===== config.mk =====
export PLATFORM = sky130hd
export DESIGN_NAME = sdram_req_queue
export DESIGN_NICKNAME = d
export VERILOG_FILES = /design/src/rtl/sdram_req_queue.sv
export SDC_FILE = /design/constraint.sdc
export NUM_CORES = 1
export LEC_CHECK = 0
export ABC_AREA = 1
export CORE_MARGIN = 2
export CORE_UTILIZATION = 30
export CTS_BUF_LIST = sky130_fd_sc_hd__clkbuf_2
export CTS_CLUSTER_SIZE = 8
export DETAILED_ROUTE_END_ITERATION = 6
export GPL_ROUTABILITY_DRIVEN = 0
export PLACE_DENSITY = 0.48
export SYNTH_ARGS = -nofsm -noshare
export SYNTH_HDL_FRONTEND = slang
export SYNTH_SLANG_ARGS = --single-unit

===== constraint.sdc =====
create_clock -name in_HCLK -period 5 [get_ports in_HCLK]
set_input_delay 1 -clock in_HCLK [delete_from_list [all_inputs] [get_ports in_HCLK]]
set_output_delay 1 -clock in_HCLK [all_outputs]
set_load 0.03 [all_outputs]

===== src/rtl/sdram_req_queue.sv =====
// sdram_req_queue: FIFO-buffered request sequencer driving an AHB-style SDRAM controller port; watchdog abort via SDRAM_REQ_QUEUE_TIMEOUT_EN
module sdram_req_queue #(
    parameter int DEPTH   = 4,
    parameter int TIMEOUT = 16
) (
    input  logic        in_HCLK,
    input  logic        in_HRESET,
    input  logic        in_req_valid,
    output logic        out_req_ready,
    input  logic        in_req_write,
    input  logic [31:0] in_req_addr,
    input  logic [31:0] in_req_wdata,
    output logic        out_rsp_valid,
    output logic [31:0] out_rsp_rdata,
    output logic        out_rsp_err,
    output logic        out_err_timeout,
    output logic        out_busy,
    output logic        out_HSEL,
    output logic        out_HWRITE,
    output logic [31:0] out_HADDR,
    output logic [31:0] out_HWDATA,
    input  logic        in_HREADY,
    input  logic [31:0] in_HRDATA
);
    localparam int AW = $clog2(DEPTH);
    localparam logic [AW:0] FULL = (AW + 1)'(DEPTH);

    typedef enum logic [1:0] {IDLE, ISSUE, GAP} state_t;

    state_t        state;
    logic   [64:0] mem [DEPTH];
    logic [AW-1:0] wr_ptr, rd_ptr;
    logic   [AW:0] count;
    logic          push, pop, abort;

    assign out_req_ready = (count != FULL) && in_HRESET;
    assign out_busy      = in_HRESET && ((count != '0) || (state != IDLE));
    assign push          = in_req_valid && out_req_ready;
    assign pop           = (state != ISSUE) && (count != '0);

    // FIFO storage and pointers; pop only sees entries pushed on earlier edges
    always_ff @(posedge in_HCLK) begin
        if (!in_HRESET) begin
            wr_ptr <= '0;
            rd_ptr <= '0;
            count  <= '0;
        end else begin
            if (push) begin
                mem[wr_ptr] <= {in_req_write, in_req_addr, in_req_wdata};
                wr_ptr      <= wr_ptr + 1'b1;
            end
            if (pop)
                rd_ptr <= rd_ptr + 1'b1;
            count <= count + {{AW{1'b0}}, push} - {{AW{1'b0}}, pop};
        end
    end

    // Transfer sequencer: load head, hold until HREADY or abort, then one gap cycle
    always_ff @(posedge in_HCLK) begin
        if (!in_HRESET) begin
            state         <= IDLE;
            out_HSEL      <= 1'b0;
            out_HWRITE    <= 1'b0;
            out_HADDR     <= '0;
            out_HWDATA    <= '0;
            out_rsp_valid <= 1'b0;
            out_rsp_rdata <= '0;
        end else begin
            out_rsp_valid <= 1'b0;
            if (pop) begin
                {out_HWRITE, out_HADDR, out_HWDATA} <= mem[rd_ptr];
                out_HSEL <= 1'b1;
                state    <= ISSUE;
            end else if (state == ISSUE && (in_HREADY || abort)) begin
                out_HSEL <= 1'b0;
                state    <= GAP;
                if (!out_HWRITE) begin
                    out_rsp_valid <= 1'b1;
                    out_rsp_rdata <= in_HREADY ? in_HRDATA : '0;
                end
            end else if (state == GAP) begin
                state <= IDLE;
            end
        end
    end

`ifdef SDRAM_REQ_QUEUE_TIMEOUT_EN
    localparam int WW = $clog2(TIMEOUT);
    logic [WW-1:0] wd_cnt;

    assign abort = (state == ISSUE) && !in_HREADY && (wd_cnt == WW'(TIMEOUT - 1));

    // Watchdog: counts stalled ISSUE cycles, restarts on every new transfer
    always_ff @(posedge in_HCLK) begin
        if (!in_HRESET) begin
            wd_cnt          <= '0;
            out_err_timeout <= 1'b0;
            out_rsp_err     <= 1'b0;
        end else begin
            out_err_timeout <= abort;
            out_rsp_err     <= abort && !out_HWRITE;
            wd_cnt          <= pop ? '0 : (state == ISSUE && !in_HREADY) ? wd_cnt + 1'b1 : wd_cnt;
        end
    end
`else
    assign abort           = 1'b0;
    assign out_err_timeout = 1'b0;
    assign out_rsp_err     = 1'b0;
`endif
endmodule

Yosys cells after proc, flatten, opt, wreduce, memory -nomap -nowiden
Memory sizes are Yosys's and may differ from the RTL's. A register that Yosys moved wholly into a read port is not among the register bits.
Cells that the tools add are included.
{"block": "op_classes", "add_sub_neg": 4, "n_eq_ne": 4, "mux": 10, "bitwise": 4, "reduce_logical": 15}
{"operator": "$mux W32", "count": 1}
{"operator": "$mux W1", "count": 7}
{"operator": "$reduce_bool A2 Y1", "count": 3}
{"operator": "$reduce_bool A3 Y1", "count": 2}
{"operator": "$logic_and A1 B1 Y1", "count": 5}
{"operator": "$add A2 B1 Y2 const B", "count": 2}
{"operator": "$mux W2", "count": 2}
{"operator": "$not A1 Y1", "count": 4}
{"operator": "$add A3 B1 Y3", "count": 1}
{"operator": "$ne A3 B3 Y1 const B", "count": 1}
{"operator": "$reduce_and A3 Y1", "count": 1}
{"operator": "$reduce_or A3 Y1", "count": 1}
{"operator": "$sub A3 B1 Y3", "count": 1}
{"operator": "$eq A2 B1 Y1 const B", "count": 1}
{"operator": "$eq A2 B2 Y1 const B", "count": 1}
{"operator": "$ne A2 B1 Y1 const B", "count": 1}
{"operator": "$reduce_or A2 Y1", "count": 1}
{"operator": "$logic_not A1 Y1", "count": 1}
{"operator": "$logic_or A1 B1 Y1", "count": 1}
{"block": "totals", "reg_bits": 43, "ram_bits": 260, "out_inout_bits": 103, "mem_count": 1}
{"name": "mem", "depth": 4, "width": 65, "rd": 1, "rd_clocked_by_memory_dff": 1, "wr": 1, "line": "31", "source": "logic [64:0] mem [DEPTH];"}

Depth between registers and ports, before layout
Gate-level depths: netlist of run 1.
{"block": "logic_depth", "ltp_word": 6, "ltp_mapped": 14, "mapped_depth_nobuf": 13}

Worst setup path before layout of run 1
Ideal clock, no wire load.
{"block": "synth_path", "kind": "input to register", "start": "in in_HRESET", "end": "mem mem[0][0], enable pin", "setup_ns": 0.489, "arrival_time_ns": 4.095, "required_time_ns": 4.511, "path_slack_ns": 0.417, "cell_stages": 3, "n_path_buf": 1, "path_cell_list": "buf_2 > nand3_1 > nor2_1"}
{"block": "synth_via", "elab_chain_cells": 5}
{"item": "from (decl)", "line": "7", "source": "input logic in_HRESET,"}
{"item": "$logic_and A1 B1 Y1", "line": "36", "source": "assign out_req_ready = (count != FULL) && in_HRESET;"}
{"item": "$logic_and A1 B1 Y1", "line": "38", "source": "assign push = in_req_valid && out_req_ready;"}
{"item": "$mux W1", "line": "48", "source": "if (push) begin"}
{"item": "$mux W1 *", "line": "43", "source": "if (!in_HRESET) begin"}
{"item": "$mux W1 (implied by the code) *", "line": "49", "source": "mem[wr_ptr] <= {in_req_write, in_req_addr, in_req_wdata};"}
{"item": "to (decl)", "line": "31"}
Every way passes the cells marked *; elsewhere a longest branch is shown, timed or not.

Worst setup path after layout of run 1
{"block": "layout_path", "start": "reg count[1]", "end": "out out_busy"}
{"block": "layout_via", "elab_chain_cells": 3}
{"item": "from (decl)", "line": "33", "source": "logic [AW:0] count;"}
{"item": "from (signal assigned)", "line": "54", "source": "count <= count + {{AW{1'b0}}, push} - {{AW{1'b0}}, pop};"}
{"item": "$reduce_bool A3 Y1", "line": "37", "source": "assign out_busy = in_HRESET && ((count != '0) || (state != IDLE));"}
{"item": "$logic_or A1 B1 Y1", "line": "37"}
{"item": "$logic_and A1 B1 Y1", "line": "37"}
{"item": "to (decl)", "line": "17", "source": "output logic out_busy,"}
No other way between the ends.

==> results.md, run 1 <==
* Outcome: finished, final reports clean
* Final min period at 3.65 ns
* Clock share of power at 22.7%
* Layout area overhead at 22.6%
* Final Setup Violations at 0
* Sw Share at 39.9%
* Initial antenna violation count at 6
* Compound-Gate Fraction of Synth Area at 0.161%
* DRT antenna net count at 0
* Yosys warnings at 0
* Critical Path AT at 2.65 ns
* # DRC at 0
* CTS Hold Buffers Added at 0
* Post-synth top area share at 50.3%
* Leading post-synthesis cells by cell area: edfxtp_1 50%, dfxtp_1 14%, nand2_1 13%, inv_1 9.0%, nor2_1 4.9%
* Post-synth cell types at 25
* PortBufs at 201
* HP Class: input port to register
* Post-layout util at 37.2%
* EDFF count, synth at 260
* Overflow after GRT at 0
* Final slew viol count at 0
* Setup Skew at 0.0534 ns
* Most numerous cell in the Yosys netlist: nand2_1
* Crit path required time at 4.00 ns
* Post-Syn Area at 15,500 sq um
* Largest family of logic cells by synthesized area: simple AND/OR/NAND/NOR gates
* Post-synthesis mux area share at 0%
* Fin cells at 2,728
* Flops & latches, synth at 368
* Setup crit start kind: register
* Starting Density at 30.3%
* Mean Syn Cell Area at 9.04 sq um
* Async set-reset flop share out of synthesis at 0%
* Setup_tns at 0 ns
* Post-DP HPWL at 21,300 microns
* P_sw at 3820 uW
* Mapped Cells at 1,717
* Clock Sinks at 368
* Crit end category: primary output
* WL per Instance at 13.8 microns
* Tcrit/Tclk final at 73.0%
* Vias at 11,000
* Share of layout cells above drive strength 1 at 9.63%
* Filler cells at 5,199
* Comb power frac at 36.8%
* Max clock buf depth at 3
* Fmax achieved at 274 MHz
* RSZ-0062 raised after global routing: false
* Final wirelength at 37,600 microns
* Critical Path Fanout Max at 4
* Post-CTS Setup Inserts at 0
* Rows at 83
* Leakage at 0.00872 uW
* Largest net degree at the start of global routing at 135
* Die width at 231 microns
* Tightest Pin Transition at 1.14 ns
* CTS tree: built
* Peak VDD IR at 405 uV
* Most frequent cells after synthesis: 536 x nand2_1, 373 x inv_1, 260 x edfxtp_1
* Clk_lat worst skew at 1.02 ns
* Resized Gates After CTS at 0
* Max-cap viol count at 0
* DIE HEIGHT at 231 microns
* Top FF cell, synth: edfxtp_1
* Die ar. at 53,600 sq um
* Reg power frac at 40.6%
* Inserted Clock Buffers at 101
* Clk root buf: clkbuf_2
* Biggest area consumer among synthesized cells: edfxtp_1
* Crit Path Class: register to primary output
* P per Cell Area at 503 nW/um^2
* Adder-Cell Fraction of Synth Area at 0.613%
* Internal power at 5750 uW
* Vias in the first global route at 11,000
* Synth Area in Simple Gates at 22.7%
* Total track usage at 14.2%
* Post-synthesis sequential area ratio at 64.2%
* Ports at 204
* Drt first pass iters at 4
* CTS H-tree lvls at 3
* Global-route wire length before repair at 58,700 microns
* Final Net Count at 2,067
* Slew HR at 23.9%
* Vias per cell at 4.05
* Clock Pin Slew Worst Setup and Hold Paths at 0.10 ns
* XOR/XNOR Fraction of Synth Area at 0.0564%
* Post-Place Cells at 2,535
* Final Hold Fails at 0
* Core Footprint at 51,200 sq um
* DR iter-0 viols at 490
-- per-layer routing --
metal	GRT usage (%)	wire, microns	vias up
met5	0	45	-
met4	5.58	758	8
met3	4.18	2380	71
met2	23.4	17400	244
met1	17.4	17000	4992
li1	-	-	5720
-- power by group through the flow --
stage	registers [uW]	logic [uW]	clock network, uW
final	3880	3520	2170
after global routing	3930	4000	2470
after CTS	3890	3610	2310
after detailed placement	3960	3600	0
after global placement	3950	3570	0
after floorplan	4360	2080	0
-- area by class of cell --
type,instances,area [sq um],area share (%)
well taps,680,851,4.47
multi-input cells,898,3690,19.4
repair buffers,216,2150,11.3
flip-flops and latches,368,9980,52.4
clock buffers,161,806,4.24
inverters,374,1410,7.40
diodes,2,5.00,0.0263
clock inverters,29,138,0.723
-- kinds of logic (layout without fill, tap and decap cells) --
logic type      after synthesis  after routing
flops                       368            368
fa+ha+maj                     7              7
xor+xnor                      1              1
other cells                   1              4
simple gates                883            883
compound gates                5              5
buf+inv                     452            780
-- final timing paths --
check | from | to | slack [ns] | cells after the start
worst max register to register | count[1]$_SDFF_PN0_ | count[2]$_SDFF_PN0_ | 2.17 | 13
worst min-delay path | in_HRESET | state[0]$_SDFFE_PN0P_ | 0.41 | 3
worst max-delay path | count[1]$_SDFF_PN0_ | out_busy | 1.35 | 7
worst min register to register | out_rsp_rdata[8]$_SDFFE_PN0P_ | out_rsp_rdata[8]$_SDFFE_PN0P_ | 0.49 | 2
-- layout by cell type, fill, tap and decap left out, types with 2 or more instances in the layout --
cell type / netlist / routed
dfxtp_4: 0 / 2
nand3_1: 135 / 135
clkdlybuf4s50_1: 0 / 200
ha_1: 6 / 6
a21oi_1: 4 / 4
buf_4: 24 / 14
inv_2: 0 / 3
nor2_4: 1 / 5
edfxtp_1: 260 / 260
nand2_1: 536 / 536
clkinv_2: 0 / 3
conb_1: 1 / 2
nor2_1: 203 / 199
nor3_1: 2 / 2
diode_2: 0 / 2
clkbuf_2: 0 / 161
inv_1: 373 / 372
clkinv_1: 0 / 23
nor2_2: 2 / 2
dfxtp_1: 108 / 106
buf_12: 0 / 2
-- critical path, stage by stage (launching register included) --
cell and delay (ns):
dfxtp_1 0.37, nor2_2 0.18, nand2_2 0.14, nor2_1 0.15
nand2_1 0.09, nand2_1 0.06, inv_1 0.04, clkdlybuf4s50_1 0.58
-- flip-flops by register name (all words and copies together) (netlist names) --
| register | cells |
|---|---|
| wr_ptr | 2 |
| out_rsp_rdata | 32 |
| out_HADDR | 32 |
| out_HSEL | 1 |
| out_rsp_valid | 1 |
| count | 3 |
| out_HWRITE | 1 |
| out_HWDATA | 32 |
| mem | 260 |
| rd_ptr | 2 |
| state | 2 |
-- metrics by stage --
| step | area (sq um) | hold slack (ns) | total power (uW) | worst slack, ns |
|---|---|---|---|---|
| after CTS | 19000 | 0.216 | 9810 | 1.16 |
| after global routing | 19000 | 0.319 | 10400 | 1.09 |
| after global placement | 18100 | 0.463 | 7520 | 1.48 |
| after floorplan | 15500 | 0.477 | 6440 | 0.417 |
| final | 19000 | 0.406 | 9570 | 1.35 |
| after detailed placement | 18100 | 0.474 | 7550 | 1.45 |
Power figures use the tool's default switching activity.
==> inputs of run 2 (changes only) <==
==> constraint.sdc (replaced) <==
create_clock -name in_HCLK -period 3.4 [get_ports in_HCLK]
set_input_delay 0.68 -clock in_HCLK [delete_from_list [all_inputs] [get_ports in_HCLK]]
set_output_delay 0.68 -clock in_HCLK [all_outputs]
set_load 0.03 [all_outputs]
==> run 2 against run 1 <==
Effect of this change: register-to-register slack lost 1.0 ns; cell area up 0.55%; via count down 0.16%; final cell count is 0.15% higher; sequential share of layout area down 0.29 points; count of clock-buffer cells in the layout up 2.
==> results.md, run 2 (same netlist as run 1, synthesis figures left out) <==
* HP Class: input port to register
* Hold Crit Depth at 5 (+2)
* Filler cells at 5,178 (-0.40%)
* Vias per cell at 4.03 (-0.31%)
* RSZ-0062 raised after global routing: false
* Tightest Pin Transition at 0.848 ns (-0.294 ns)
* CTS H-tree lvls at 3 (unchanged)
* Crit Path Class: register to primary output
* Crit end category: primary output
* Max FFs per register at 260 (unchanged)
* Inserted Clock Buffers at 100 (-0.99%)
* Total track usage at 14.2% (+0.055 points)
* Slowest cell on crit path: dfxtp_1
* Reg2reg end: count[2]$_SDFF_PN0_
* Final wirelength at 37,800 microns (+0.71%)
* Slew HR at 43.5% (+20 points)
* CTS tree: built
* Clock Sinks at 368 (unchanged)
* Post-DP HPWL at 21,800 microns (+2.3%)
* WL per Instance at 13.8 microns (+0.56%)
* Setup Skew at 0.0646 ns (+0.0112 ns)
* Peak VDD IR at 823 uV (+100%)
* Crit path required time at 2.72 ns (-1.28 ns)
* Post-Place Cells at 2,544 (+0.36%)
* Clk root buf: clkbuf_2
* Starting Density at 30.3% (unchanged)
* R2r startpoint: count[1]$_SDFF_PN0_
* Cell area after layout at 19,100 sq um (+0.55%)
* DRT antenna net count at 0 (unchanged)
* Layout area overhead at 23.2%
* Reg2reg path depth at 13 (unchanged)
* CP Buf/Inv Count at 2 (unchanged)
* Final Setup Violations at 0 (unchanged)
* Setup crit start kind: register
* Rows at 83 (unchanged)
* Clock Pin Slew Worst Setup and Hold Paths at 0.10 ns (about the same)
* PortBufs at 201 (unchanged)
* Post-layout util at 37.4% (+0.21 points)
* Most common cell after layout, fill and taps aside: nand2_1
* # DRC at 0 (unchanged)
* Share of layout cells above drive strength 1 at 10.1% (+0.46 points)
* Vias in the first global route at 10,800 (-1.8%)
* Core Footprint at 51,200 sq um (unchanged)
* Vias at 11,000 (-0.16%)
* Ports at 204 (unchanged)
* Max-cap viol count at 0 (unchanged)
* Final min period at 3.10 ns
* Final slew viol count at 0 (unchanged)
* DIE HEIGHT at 231 microns (unchanged)
* Tcrit/Tclk final at 91.3%
* Critical path cell sequence: nor2_2 > nand2_2 > nor2_1 > nand2_1 > nand2_1 > inv_1 > dlygate4sd2_1
* Most frequent CP cell: nand2_1
* Clk_lat worst skew at 1.05 ns (+0.03 ns)
* Top delay family on crit path: simple AND/OR/NAND/NOR gates
* R2R Setup Slk at 1.17 ns (-1.00 ns)
* CP peak stage delay at 0.37 ns (-0.21 ns)
* Critical Path AT at 2.42 ns (-0.23 ns)
* Largest net degree at the start of global routing at 133 (-1.5%)
* Post-place setup slack at 0.642 ns (-0.806 ns)
* Fin cells at 2,732 (+0.15%)
* Max clock buf depth at 3 (unchanged)
* Placed Area at 18,200 sq um (+0.72%)
* Fmax achieved at 322 MHz
* DR iter-0 viols at 471 (-3.9%)
* Critical Path Fanout Max at 4 (unchanged)
* Setup slack after layout at 0.296 ns (-1.05 ns)
* Final Net Count at 2,075 (+0.39%)
* Global-route wire length before repair at 58,800 microns (+0.21%)
* P per Cell Area at 740 nW/um^2 (+47%)
* Overflow after GRT at 0 (unchanged)
* Drt first pass iters at 7 (+3)
* Leakage at 0.00879 uW (+0.78%)
* Die width at 231 microns (unchanged)
* Largest Register: mem
* Die ar. at 53,600 sq um (unchanged)
* Initial antenna violation count at 8 (+2)
* Final Hold Fails at 0 (unchanged)
* Post-CTS Setup Inserts at 0 (unchanged)
* Hold wc startpoint: in_HRDATA[12]
* Most frequent cells in the layout: 536 x nand2_1, 372 x inv_1, 260 x edfxtp_1, 199 x nor2_1, 198 x clkdlybuf4s50_1
* Hold EP: out_rsp_rdata[12]$_SDFFE_PN0P_
* Outcome: finished, final reports clean
## run 2: cell count changes in the layout (fill, tap and decap cells not counted), moves of 2 or more
cell,delta
clkbuf_2,+2
buf_12,+4
buf_4,+4
clkinv_1,-6
clkdlybuf4s50_1,-2
## run 2: stage by stage
stage	hold WS, ns	setup TNS [ns]	total power, uW
floorplan	0.477	-224.48	9470
global placement	0.464	0	11100
detailed placement	0.472	0	11200
CTS	0.0512	0	14500
global route	0.132	0	15300
finish	0.231	0	14100
## run 2: area by class of cell
class,instances,area [sq um],area share (%)
tap,680,851,4.45
timing repair buffer,225,2270,11.9
sequential,368,9980,52.2
multi-input combinational,898,3690,19.3
inverter,374,1410,7.36
antenna,1,2.50,0.0131
clock buffer,163,816,4.26
clock inverter,23,114,0.595
## run 2: worst reg2reg max path, cell delays in order (launching register included)
cell and delay [ns]:
dfxtp_1 0.37, nor2_2 0.19, nand2_2 0.15, nand2_8 0.09, inv_1 0.07, ha_1 0.27
inv_1 0.06, ha_1 0.14, inv_1 0.05, fa_1 0.40, xor2_1 0.19, nand2_1 0.08
nand2_1 0.06, nor2_1 0.05
## run 2: per-layer routing
layer / GRT usage, % / vias up / wire length, microns / part of all wire, %
li1: - / 5736 / - / -
met1: 17.7 / 4944 / 17100 / 45
met2: 23.0 / 250 / 17300 / 46
met3: 4.50 / 73 / 2590 / 6.8
met4: 5.54 / 14 / 724 / 1.9
met5: 0 / - / 89 / 0.24
## run 2: timing repair
item,CTS,global route
resized for setup,1,1
hold buffers,1,0
hold endpoints to repair,19,0
endpoints found under the setup margin,1,1
## run 2: report_power, final
group          internal (uW)  total [uW]  switching, uW
Sequential              5360        5650            285
Combinational           1810        5310           3500
Clock                   1330        3180           1860
Total                   8510       14100           5640
## run 2: worst max-delay path by stage
stage,startpoint,to,cells after the start
floorplan,in_HRESET,mem[0][0]$_DFFE_PP_,3
global placement,in_req_valid,count[2]$_SDFF_PN0_,11
detailed placement,in_req_valid,count[2]$_SDFF_PN0_,11
CTS,count[1]$_SDFF_PN0_,out_req_ready,3
global route,count[1]$_SDFF_PN0_,out_busy,7
finish,count[1]$_SDFF_PN0_,out_busy,7
